==> config.mk <==
export PLATFORM = sky130hd
export DESIGN_NAME = inst_enc
export DESIGN_NICKNAME = d
export VERILOG_FILES = /design/src/rtl/inst_enc.sv
export SDC_FILE = /design/constraint.sdc
export NUM_CORES = 1
export LEC_CHECK = 0
export CELL_PAD_IN_SITES_DETAIL_PLACEMENT = 0
export CELL_PAD_IN_SITES_GLOBAL_PLACEMENT = 2
export CORE_MARGIN = 2
export CORE_UTILIZATION = 29
export DETAILED_ROUTE_END_ITERATION = 8
export PLACE_DENSITY_LB_ADDON = 0.3
export SYNTH_ARGS = -nofsm -noshare
export SYNTH_HDL_FRONTEND = slang
export SYNTH_SLANG_ARGS = --single-unit
==> constraint.sdc <==
create_clock -name clk -period 3.95 [get_ports clk]
set_input_delay 0.395 -clock clk [delete_from_list [all_inputs] [get_ports clk]]
set_output_delay 0.395 -clock clk [all_outputs]
set_load 0.05 [all_outputs]
==> src/rtl/inst_enc.sv <==
// RV32I instruction encoder with a one-entry registered output stage and an emit-address counter.
// Optional immediate range checking is enabled by defining INST_ENC_RANGE_CHECK_EN.
module inst_enc (
    input  logic        clk,
    input  logic        rst,
    input  logic        in_valid,
    output logic        in_ready,
    input  logic [5:0]  alu_op,
    input  logic [4:0]  rs1,
    input  logic [4:0]  rs2,
    input  logic [4:0]  rd,
    input  logic [31:0] imm,
    input  logic        addr_load,
    input  logic [31:0] addr_in,
    output logic        out_valid,
    input  logic        out_ready,
    output logic [31:0] out_inst,
    output logic [31:0] out_addr,
    output logic        err,
    output logic [15:0] count
);

    typedef enum logic [2:0] {
        FMT_R,
        FMT_I,
        FMT_S,
        FMT_B,
        FMT_J,
        FMT_X
    } fmt_e;

    fmt_e        fmt;
    logic [6:0]  opcode;
    logic [2:0]  funct3;
    logic [6:0]  funct7;
    logic [31:0] enc_word;
    logic        imm_ok;
    logic        accept;
    logic        take;
    logic        xfer;
    logic [31:0] base_addr;

    logic        valid_q, valid_d;
    logic [31:0] inst_q, inst_d;
    logic [31:0] addr_q, addr_d;
    logic [31:0] ctr_q, ctr_d;
    logic        err_q, err_d;
    logic [15:0] count_q, count_d;

    // Upper immediate bits only matter to the optional range check.
    logic        unused_imm_hi;
    assign unused_imm_hi = ^imm[31:21];

    always_comb begin
        fmt    = FMT_X;
        opcode = 7'b0000000;
        funct3 = 3'b000;
        funct7 = 7'b0000000;
        case (alu_op)
            6'd1:  begin fmt = FMT_R; opcode = 7'b0110011; funct3 = 3'b000; end
            6'd2:  begin fmt = FMT_R; opcode = 7'b0110011; funct3 = 3'b000; funct7 = 7'b0100000; end
            6'd3:  begin fmt = FMT_R; opcode = 7'b0110011; funct3 = 3'b001; end
            6'd4:  begin fmt = FMT_R; opcode = 7'b0110011; funct3 = 3'b100; end
            6'd5:  begin fmt = FMT_R; opcode = 7'b0110011; funct3 = 3'b101; end
            6'd6:  begin fmt = FMT_R; opcode = 7'b0110011; funct3 = 3'b110; end
            6'd7:  begin fmt = FMT_R; opcode = 7'b0110011; funct3 = 3'b111; end
            6'd8:  begin fmt = FMT_I; opcode = 7'b0000011; funct3 = 3'b010; end
            6'd9:  begin fmt = FMT_I; opcode = 7'b0010011; funct3 = 3'b000; end
            6'd10: begin fmt = FMT_S; opcode = 7'b0100011; funct3 = 3'b010; end
            6'd11: begin fmt = FMT_B; opcode = 7'b1100011; funct3 = 3'b000; end
            6'd12: begin fmt = FMT_B; opcode = 7'b1100011; funct3 = 3'b100; end
            6'd13: begin fmt = FMT_B; opcode = 7'b1100011; funct3 = 3'b101; end
            6'd14: begin fmt = FMT_J; opcode = 7'b1101111; end
            default: fmt = FMT_X;
        endcase
    end

    // Only the fields belonging to the format are placed; everything else stays zero.
    always_comb begin
        enc_word = 32'h0;
        case (fmt)
            FMT_R: enc_word = {funct7, rs2, rs1, funct3, rd, opcode};
            FMT_I: enc_word = {imm[11:0], rs1, funct3, rd, opcode};
            FMT_S: enc_word = {imm[11:5], rs2, rs1, funct3, imm[4:0], opcode};
            FMT_B: enc_word = {imm[12], imm[10:5], rs2, rs1, funct3, imm[4:1], imm[11], opcode};
            FMT_J: enc_word = {imm[20], imm[10:1], imm[11], imm[19:12], rd, opcode};
            default: enc_word = 32'h0;
        endcase
    end

`ifdef INST_ENC_RANGE_CHECK_EN
    logic signed [31:0] imm_s;
    assign imm_s = imm;

    always_comb begin
        imm_ok = 1'b1;
        case (fmt)
            FMT_I, FMT_S: imm_ok = (imm_s >= -32'sd2048) && (imm_s <= 32'sd2047);
            FMT_B: imm_ok = (imm_s >= -32'sd4096) && (imm_s <= 32'sd4094) && !imm[0];
            FMT_J: imm_ok = (imm_s >= -32'sd1048576) && (imm_s <= 32'sd1048574) && !imm[0];
            default: imm_ok = 1'b1;
        endcase
    end
`else
    assign imm_ok = 1'b1;
`endif

    assign in_ready  = !valid_q || out_ready;
    assign accept    = in_valid && in_ready;
    assign take      = accept && (fmt != FMT_X) && imm_ok;
    assign xfer      = valid_q && out_ready;
    assign base_addr = addr_load ? addr_in : ctr_q;

    always_comb begin
        valid_d = valid_q;
        inst_d  = inst_q;
        addr_d  = addr_q;
        ctr_d   = base_addr;
        err_d   = accept && !take;
        count_d = count_q + {15'd0, xfer};
        if (take) begin
            valid_d = 1'b1;
            inst_d  = enc_word;
            addr_d  = base_addr;
            ctr_d   = base_addr + 32'd4;
        end else if (xfer) begin
            valid_d = 1'b0;
        end
    end

    always_ff @(posedge clk) begin
        if (rst) begin
            valid_q <= 1'b0;
            inst_q  <= 32'h0;
            addr_q  <= 32'h0;
            ctr_q   <= 32'h0;
            err_q   <= 1'b0;
            count_q <= 16'h0;
        end else begin
            valid_q <= valid_d;
            inst_q  <= inst_d;
            addr_q  <= addr_d;
            ctr_q   <= ctr_d;
            err_q   <= err_d;
            count_q <= count_d;
        end
    end

    assign out_valid = valid_q;
    assign out_inst  = inst_q;
    assign out_addr  = addr_q;
    assign err       = err_q;
    assign count     = count_q;

endmodule
==> results.py <==
metrics = {
    "logic_synthesis": {
        "ys_ff_latch": 112,
        "syn_area_sq_um": 5320,
        "yosys.area.top_type_share_pct": 42.1,
        "ys_seq_area_share_pct": 42.1,
        "synth_top_area_cell": "dfxtp_1",
        "ys_warn_count": 0,
        "netlist_top_cells_area": "dfxtp_1, nor2_1, mux2i_1",
        "synthCells": 609,
        "syn_nets": 702,
        "synthArstFlopShare_pct": 0,
        "synth-edff-count": 0,
        "postSynthAreaPerCell_sq_um": 8.74,
        "synthFlopType": "dfxtp_1",
        "synth_cell_types": 57,
    },
    "timing": {
        "setup_slack_ns": 1.34,
        "max_freq_mhz": 383,
        "skew_ns": 0.00767,
        "finalHoldViolations": 0,
        "slew_headroom_pct": 33.0,
        "worst-slew-pin-transition_ns": 1.01,
        "setup_viol": 0,
        "rsz0062_at_grt": "false",
        "final.period_utilization_pct": 66.1,
        "finalCriticalPeriod_ns": 2.61,
        "setup_tns_ns": 0,
        "drv_slew": 0,
    },
    "floorplanning": {
        "die_height_um": 139,
        "start_util_pct": 29.6,
        "die-area_sq_um": 19400,
        "row_count": 49,
        "die_w_um": 139,
        "core_sq_um": 18000,
        "pin_count": 173,
    },
    "grt": {
        "grt_use_total_pct": 16.1,
        "first_global_vias": 4846,
        "grt_max_degree": 91,
        "grt_remaining_overflow": 0,
        "antenna_found_initial": 0,
        "grt_pass1_wl_mm": 25.3,
    },
    "finish": {
        "utilization_pct": 41.6,
        "fin_nets": 848,
        "multiInputGateArea_sq_um": 2840,
        "antenna_cells": 0,
        "area_growth_pct": 40.3,
        "drive_gt1_share_pct": 7.11,
        "nFillCells": 1775,
        "final-seq-area_sq_um": 2240,
    },
    "place": {
        "hpwl_mm": 11.7,
        "port_buffers": 161,
        "place_worst_setup_slack_ns": 0.938,
        "gp_congestion": 0.809,
    },
    "critical_path": {
        "required_ns": 4.21,
        "criticalPathCategory": "input pin to register",
        "cp_slowest_stage_delay_ns": 0.73,
        "path_max_fanout": 42,
        "path_depth": 7,
        "arrival_ns": 2.88,
        "worst_setup_path_start_kind": "input pin",
        "cp_cell_sequence": "clkdlybuf4s50_1 -> nor4_1 -> or4_1 -> nor2_4 -> buf_12 -> nor2_1 -> a211oi_1",
        "worst_path_max_delay_cell": "clkdlybuf4s50_1",
        "crit_family": "simple AND/OR/NAND/NOR gates",
        "cp.buffers_inverters": 2,
        "critPathCaptureType": "register",
        "ff2ff_path_depth": 5,
    },
    "clocking": {
        "clk_latency_ns": 0.36,
        "cts_hold_buffers": 0,
        "clock-sinks": 112,
        "cts.reportedPaths.clkPinSlew_ns": 0.08,
        "postCtsSetupBuffers": 0,
        "cts.path.max_buffers": 2,
        "cts-htree-levels": 3,
        "ctsResizeCount": 0,
        "cts_root_buf": "clkbuf_16",
        "tritoncts": "done",
        "cts_made_buffers": 9,
    },
    "route": {
        "wl_per_cell_um": 16.1,
        "postRouteAntennaNets": 0,
        "drt_iter0_drc": 202,
        "via_count": 5083,
        "viasPerCell": 5.14,
        "firstDrtPassIters": 5,
        "post-route-drc-count": 0,
        "wl_mm": 15.9,
    },
    "power_and_ir_drop": {
        "leakage_nw": 2.63,
        "powerDensity_nw_per_um2": 354,
        "total_power_mw": 2.64,
        "worst_ir_drop_vdd_mv": 0.200,
    },
    "hold_path": {
        "worstHoldPathCells": 2,
        "hp-class": "register to register",
    },
    "run": {
        "maxCapViolCount": 0,
    },
    "status": {
        "outcome": "complete, no violations",
    },
}
[worst paths after layout]
kind,start,endpoint,slack [ns]
max,alu_op[3],out_addr[26],1.34
min,out_inst[4],out_inst[4],0.46
max reg2reg,ctr_q[6],ctr_q[25],1.80
min reg2reg,out_inst[4],out_inst[4],0.46
[flip-flops by register name (all words and copies together), names as in the netlist]
register   cells
out_addr      32
ctr_q         32
err            1
count         16
out_inst      30
out_valid      1
[cell usage after synthesis, drive strengths merged, types with 2 or more instances]
| cell type | n |
|---|---|
| dfxtp | 112 |
| nor2 | 94 |
| nor3 | 40 |
| nand2 | 39 |
| a211oi | 35 |
| mux2i | 32 |
| buf | 26 |
| clkbuf | 19 |
| nand4 | 19 |
| a21oi | 18 |
| nand3 | 16 |
| xnor2 | 16 |
| a221oi | 15 |
| nor4 | 11 |
| a22oi | 9 |
| nor2b | 9 |
| and4 | 7 |
| nand2b | 7 |
| and2 | 6 |
| nand4b | 6 |
| o21ai | 6 |
| xor2 | 6 |
| a31o | 5 |
| inv | 5 |
| o31a | 5 |
| a2111oi | 4 |
| a31oi | 4 |
| and3 | 4 |
| nand3b | 4 |
| nor3b | 4 |
| a21boi | 3 |
| ha | 3 |
| mux2 | 3 |
| a222oi | 2 |
| o21a | 2 |
| o31ai | 2 |
| or2 | 2 |
[cells in the final DEF (no fill, tap or decap), types with 3 or more instances in the layout]
master | netlist | layout
and3_1 | 4 | 4
nor3_1 | 40 | 40
clkdlybuf4s50_1 | 0 | 159
a22oi_1 | 9 | 9
buf_4 | 2 | 18
nand4_1 | 19 | 19
xnor2_1 | 16 | 16
and2_1 | 5 | 5
a31o_2 | 5 | 5
mux2_2 | 3 | 3
a31oi_1 | 4 | 4
nand2b_1 | 7 | 7
nand2_1 | 39 | 39
nor2_1 | 93 | 93
xor2_1 | 6 | 6
nor3b_1 | 4 | 4
nand3_1 | 15 | 15
nor2b_1 | 9 | 9
clkbuf_16 | 0 | 9
o31a_1 | 5 | 5
nor4_1 | 11 | 10
o21ai_0 | 6 | 6
nand4b_1 | 5 | 5
ha_1 | 3 | 3
inv_1 | 5 | 5
a221oi_1 | 15 | 15
and4_1 | 7 | 7
mux2i_1 | 32 | 32
dfxtp_1 | 112 | 112
a21oi_1 | 18 | 18
a21boi_0 | 3 | 3
a211oi_1 | 35 | 35
[metrics by stage]
stage / area, sq um / instances / hold WS (ns)
final: 7470 / 989 / 0.456
after global routing: 7470 / 989 / 0.497
after CTS: 7470 / 989 / 0.463
after detailed placement: 7160 / 973 / 0.453
after global placement: 7160 / 973 / 0.444
after floorplan: 5320 / 609 / 0.456
[power by group]
| group | total (mW) | switching, mW | internal (mW) |
|---|---|---|---|
| sequential | 1.20 | 0.0273 | 1.18 |
| combinational | 0.480 | 0.276 | 0.204 |
| clock | 0.957 | 0.444 | 0.512 |
[kinds of logic after synthesis]
kind of cell               after synthesis  share of synthesized area (%)
muxes                                   35                           6.65
xor gates and xnor gates                22                           3.62
adders and majority gates                3                          0.705
buffers and inverters                   50                           4.70
and+or+nand+nor                        270                           25.9
AOI/OAI and AO/OA                      117                           16.3
DFF                                    112                           42.1
[tightest hold or removal path, cell delays in order (launching register included)]
cell and delay [ns]:
dfxtp_1 0.32, nand2_1 0.05, a21oi_1 0.05
[final cells by class]
| type | count | share of cell area, % |
|---|---|---|
| clock buffer | 10 | 3.20 |
| clock inverter | 6 | 0.905 |
| inverter | 5 | 0.251 |
| multi-input combinational | 447 | 38.0 |
| sequential | 112 | 30.0 |
| tap | 229 | 3.84 |
| timing repair buffer | 180 | 23.7 |
[routing by layer]
layer  share of wire (%)  vias to the layer above  GRT usage (%)
met5                   0                        -              0
met2                  48                      146           27.7
li1                    -                     2523              -
met4                 1.3                        0           4.31
met1                  42                     2400           18.5
met3                 8.7                       14           6.43
Power figures use the tool's default switching activity.
==> edit 1: new RTL, same flow settings <==
Make the reset (`rst`) asynchronous in one clocked block.
--- a/src/rtl/inst_enc.sv
+++ b/src/rtl/inst_enc.sv
@@ -130,3 +130,3 @@
 
-    always_ff @(posedge clk) begin
+    always_ff @(posedge clk or posedge rst) begin
         if (rst) begin
Function: differs if rst is asserted again (counterexample within 4 cycles, from zero or initial values and one cycle with rst high); with rst held inactive, the same outputs for 4 cycles.
==> edit 1 against the original RTL <==
Area after synthesis grew 2.9%; via count shrank 12%; sequential cell count is the same; critical path depth grew 1; design area grew 2.6%; worst setup slack lost 150 ps; wire length shrank 6.8%.
Power is not compared: it rests on default switching activity, and its combinational part moved more than twofold at a synthesized area within 25%.
==> edit 1: results (changes against the original RTL) <==
Place
The setup slack after placement is 768 ps (was 938 ps). The detailed-placement wirelength estimate is 10800 um (was 11700 um).

GRT
The via count of the first global-routing pass was 4408 (was 4846). The global-route wire length before repair came to 23600 um (was 25300 um). The overall global routing resource usage was 15.0% (was 16.1%). The met1 usage is 20.1% (was 18.5%). The met3 track utilization from global routing was 4.72% (was 6.43%).

Final layout
The filler cell count is 1867 (was 1775). The fraction of layout instances using a drive strength above 1 came to 6.12% (was 7.11%). The count of non-CTS inverters in the layout was 10 (was 5).

The post-layout net count is 791 (was 848). The clock network area share is 4.00% (was 4.11%). The count of multi-input gates is 395 (was 447). The layout buffering overhead excluding clock cells is 22.5% (was 23.7%). The count of non-CTS buffers in the layout was 170 (was 180).

Logic synthesis
The number of unique standard cell types used by synthesis was 53 (was 57). The xor/xnor cell area share of the yosys netlist is 7.68% (was 3.62%). The number of nets produced by synthesis is 639 (was 702). The post-synthesis sequential area ratio came to 51.2% (was 42.1%). Dominant cells by area after synthesis: dfrtp_1, nand2_1, mux2i_1 (was dfxtp_1, nor2_1, mux2i_1). The arithmetic-cell share of the synthesized area counting full adders, half adders and majority gates was 0.686% (was 0.705%). The fraction of registers with async set/reset is 100% (was 0%).

The share of the synthesized area in compound gates (AO/OA/AOI/OAI) is 10.6% (was 16.3%). The multiplexer area fraction after synthesis is 6.31% (was 6.65%).

Critical path
The data arrival at the endpoint of the critical path is 2970 ps (was 2880 ps).

Route
The DRC marker count from the first detailed-route iteration is 198 (was 202). The number of detailed-routing iterations run before antenna repair is 4 (was 5). The met2 wire length is 6640 um (was 7690 um).

The routed metal-1 wire length is 6830 um (was 6600 um). The met3 routed wirelength is 1090 um (was 1380 um). The total wire length after detailed routing was 14800 um (was 15900 um). The mean number of vias per cell is 4.79 (was 5.14).

Status
Outcome: completed (unchanged).
## edit 1: changes by cell type after synthesis, sizes merged, moves of 7 or more
cell    before  now
dfxtp      112    0
a21oi       18    9
nand2       39   93
a211oi      35    0
o21ai        6   38
nor2        94   47
buf         26   14
nor4        11    2
nor3        40   15
dfrtp        0  112
xor2         6   21
xnor2       16   27
a22oi        9    2
## edit 1: stage by stage
stage | cell area [um^2] | utilization [%] | total power [mW] | hold WS, ps | std cells
after floorplan | 5470 | - | 2.19 | 472 | 546
after global placement | 7350 | 39.4 | 2.65 | 460 | 921
after detailed placement | 7350 | 39.4 | 2.66 | 461 | 921
after CTS | 7660 | 41.1 | 3.63 | 478 | 937
after global routing | 7660 | 41.1 | 3.77 | 499 | 937
final | 7660 | 41.1 | 3.58 | 474 | 937
## edit 1: final timing paths
| kind | start | to | slack (ps) | cells after the start |
|---|---|---|---|---|
| min in group asynchronous | rst | out_inst[22] | 500 | 2 |
| worst min register to register | count[15] | count[15] | 470 | 1 |
| worst max-delay path | alu_op[1] | ctr_q[5] | 1190 | 8 |
| worst min-delay path | count[15] | count[15] | 470 | 1 |
| max in group asynchronous | rst | out_inst[23] | 2620 | 3 |
| worst max register to register | ctr_q[7] | ctr_q[31] | 1630 | 6 |
## edit 1: worst reg2reg max path, stage by stage (launching register included)
cell and delay [ps]:
dfrtp_1 390, nand3b_1 110, a222oi_1 630, and4_1 510
nand4_4 180, nor4b_4 280, xnor2_1 150
## edit 1: cell families (layout without fill, tap and decap cells)
group | Yosys count | after routing
buffers and inverters | 39 | 196
AND/OR/NAND/NOR | 222 | 222
AO/OA/AOI/OAI | 88 | 88
XOR/XNOR | 48 | 48
multiplexers | 34 | 34
flip-flops | 112 | 112
adder cells (fa/ha/maj) | 3 | 3
==> edit 2: new RTL, config.mk and constraints unchanged <==
Without the edit above. Build with the macro `INST_ENC_RANGE_CHECK_EN` defined.
--- a/src/rtl/inst_enc.sv
+++ b/src/rtl/inst_enc.sv
@@ -2,2 +2,4 @@
 // Optional immediate range checking is enabled by defining INST_ENC_RANGE_CHECK_EN.
+`define INST_ENC_RANGE_CHECK_EN
+
 module inst_enc (
Behaviour: not the same (a bounded check fails within 4 cycles, from zero or initial values and one cycle with rst high).
==> edit 2 against the original RTL <==
Area after synthesis is 36% higher; count of clock-buffer cells in the layout is 1 lower; worst hold slack better by 3.0 ps; wire length is 59% higher; synthesized cell count is 40% higher; design area is 27% higher; core utilization is 2.6 points lower; worst setup slack worse by 480 ps; via count is 38% higher; total power is 7.3% higher; sequential cell count stayed put; critical endpoint is now out_addr[30].
==> edit 2: results (changes against the original RTL) <==
Timing
The setup clock skew after layout is 7.83 ps (was 7.67 ps). The minimum hold slack is 459 ps (was 456 ps).

Place
The quantity of I/O buffers inserted on ports came to 172 (was 161). The weighted congestion reported at the end of routability-driven placement is 0.777 (was 0.809). The area of placed instances is 0.00921 mm^2 (was 0.00716 mm^2). The detailed-placement wirelength estimate was 17800 um (was 11700 um).

Logic synthesis
The number of unique standard cell types used by synthesis is 70 (was 57). The number of nets produced by synthesis is 948 (was 702). Cell types with the highest counts after synthesis: dfxtp_1, mux2i_1, nor2_1 (was dfxtp_1, nor2_1, nor3_1).

Dominant cells by area after synthesis: dfxtp_1, mux2i_1, nand4_1 (was dfxtp_1, nor2_1, mux2i_1). The mean post-synth cell area is 8.44 um^2 (was 8.74 um^2).

Power and ir drop
The highest ir drop seen on vdd is 0.000202 V (was 0.000200 V). The cell leakage power is 3.43 nW (was 2.63 nW).

Critical path
The register-to-register setup slack is 1400 ps (was 1800 ps). The reg-to-reg startpoint is ctr_q[5] (was ctr_q[6]). The top cell family by delay on the critical path is compound AO/OA/AOI/OAI gates (was simple AND/OR/NAND/NOR gates). The data arrival at the endpoint of the critical path is 3300 ps (was 2880 ps).

GRT
The overall global routing resource usage is 18.8% (was 16.1%). The met2 routing resource usage after global routing was 28.9% (was 27.7%). The global-route wire length before repair came to 38800 um (was 25300 um). The met3 track utilization from global routing is 3.58% (was 6.43%).

Hold path
The beginning of the worst hold path is out_inst[12] (was out_inst[4]). The worst-case hold path end point is out_inst[12] (was out_inst[4]).

Final layout
The fraction of layout instances using a drive strength above 1 is 9.63% (was 7.11%). The post-layout net count is 1074 (was 848). The count of placed standard cells in the final layout, fillers left out came to 1310 (was 989).

Status
Outcome: completed (unchanged).

Route
The average wire per standard cell is 19.3 um (was 16.1 um). The DRC marker count from the first detailed-route iteration was 400 (was 202).
## edit 2: through the flow
step / setup WS [ps] / power, mW
6_report: 861 / 2.83
3_3_place_gp: 490 / 1.91
3_5_place_dp: 503 / 1.91
4_1_cts: 903 / 2.87
5_1_grt: 618 / 2.96
2_1_floorplan: 1410 / 1.63
## edit 2: logic make-up (layout without fill, tap and decap cells)
logic type	count (synthesis)	count (layout)	share of synthesized area [%]
AND/OR/NAND/NOR	356	356	26.9
adder cells (fa/ha/maj)	3	3	0.520
XOR/XNOR	14	14	1.70
AO/OA/AOI/OAI	176	176	19.7
multiplexers	99	99	14.0
buffers and inverters	95	226	6.19
flip-flops	112	112	31.1
## edit 2: worst max-delay path by stage
stage                          from      endpoint  slack [ps]  cells past startpoint
after floorplan           out_valid  out_addr[27]        1410                      8
after global placement    alu_op[2]  out_addr[30]         490                      8
after detailed placement  alu_op[2]  out_addr[30]         500                      8
after CTS                 alu_op[2]  out_addr[30]         900                      8
after global routing      alu_op[2]  out_addr[19]         620                      8
final                     alu_op[2]  out_addr[30]         860                      8
## edit 2: area by class of cell
class	instances	area (um^2)
sequential	112	2240
clock inverter	7	77.6
fill	2484	14900
inverter	9	33.8
multi-input combinational	648	4560
tap	324	405
timing repair buffer	201	1970
clock buffer	9	225
## edit 2: report_power, final
group / leakage [nW] / internal (mW) / total, mW / switching (mW)
clock network: 0.149 / 0.451 / 0.950 / 0.500
logic: 2.36 / 0.267 / 0.677 / 0.410
registers: 0.914 / 1.18 / 1.21 / 0.0265
total: 3.43 / 1.90 / 2.83 / 0.936
## edit 2: metal layers
| layer | vias to the layer above | routed length, um |
|---|---|---|
| met5 | - | 0 |
| met4 | 0 | 277 |
| met3 | 17 | 1270 |
| met2 | 164 | 11100 |
| met1 | 3347 | 12600 |
| li1 | 3463 | - |
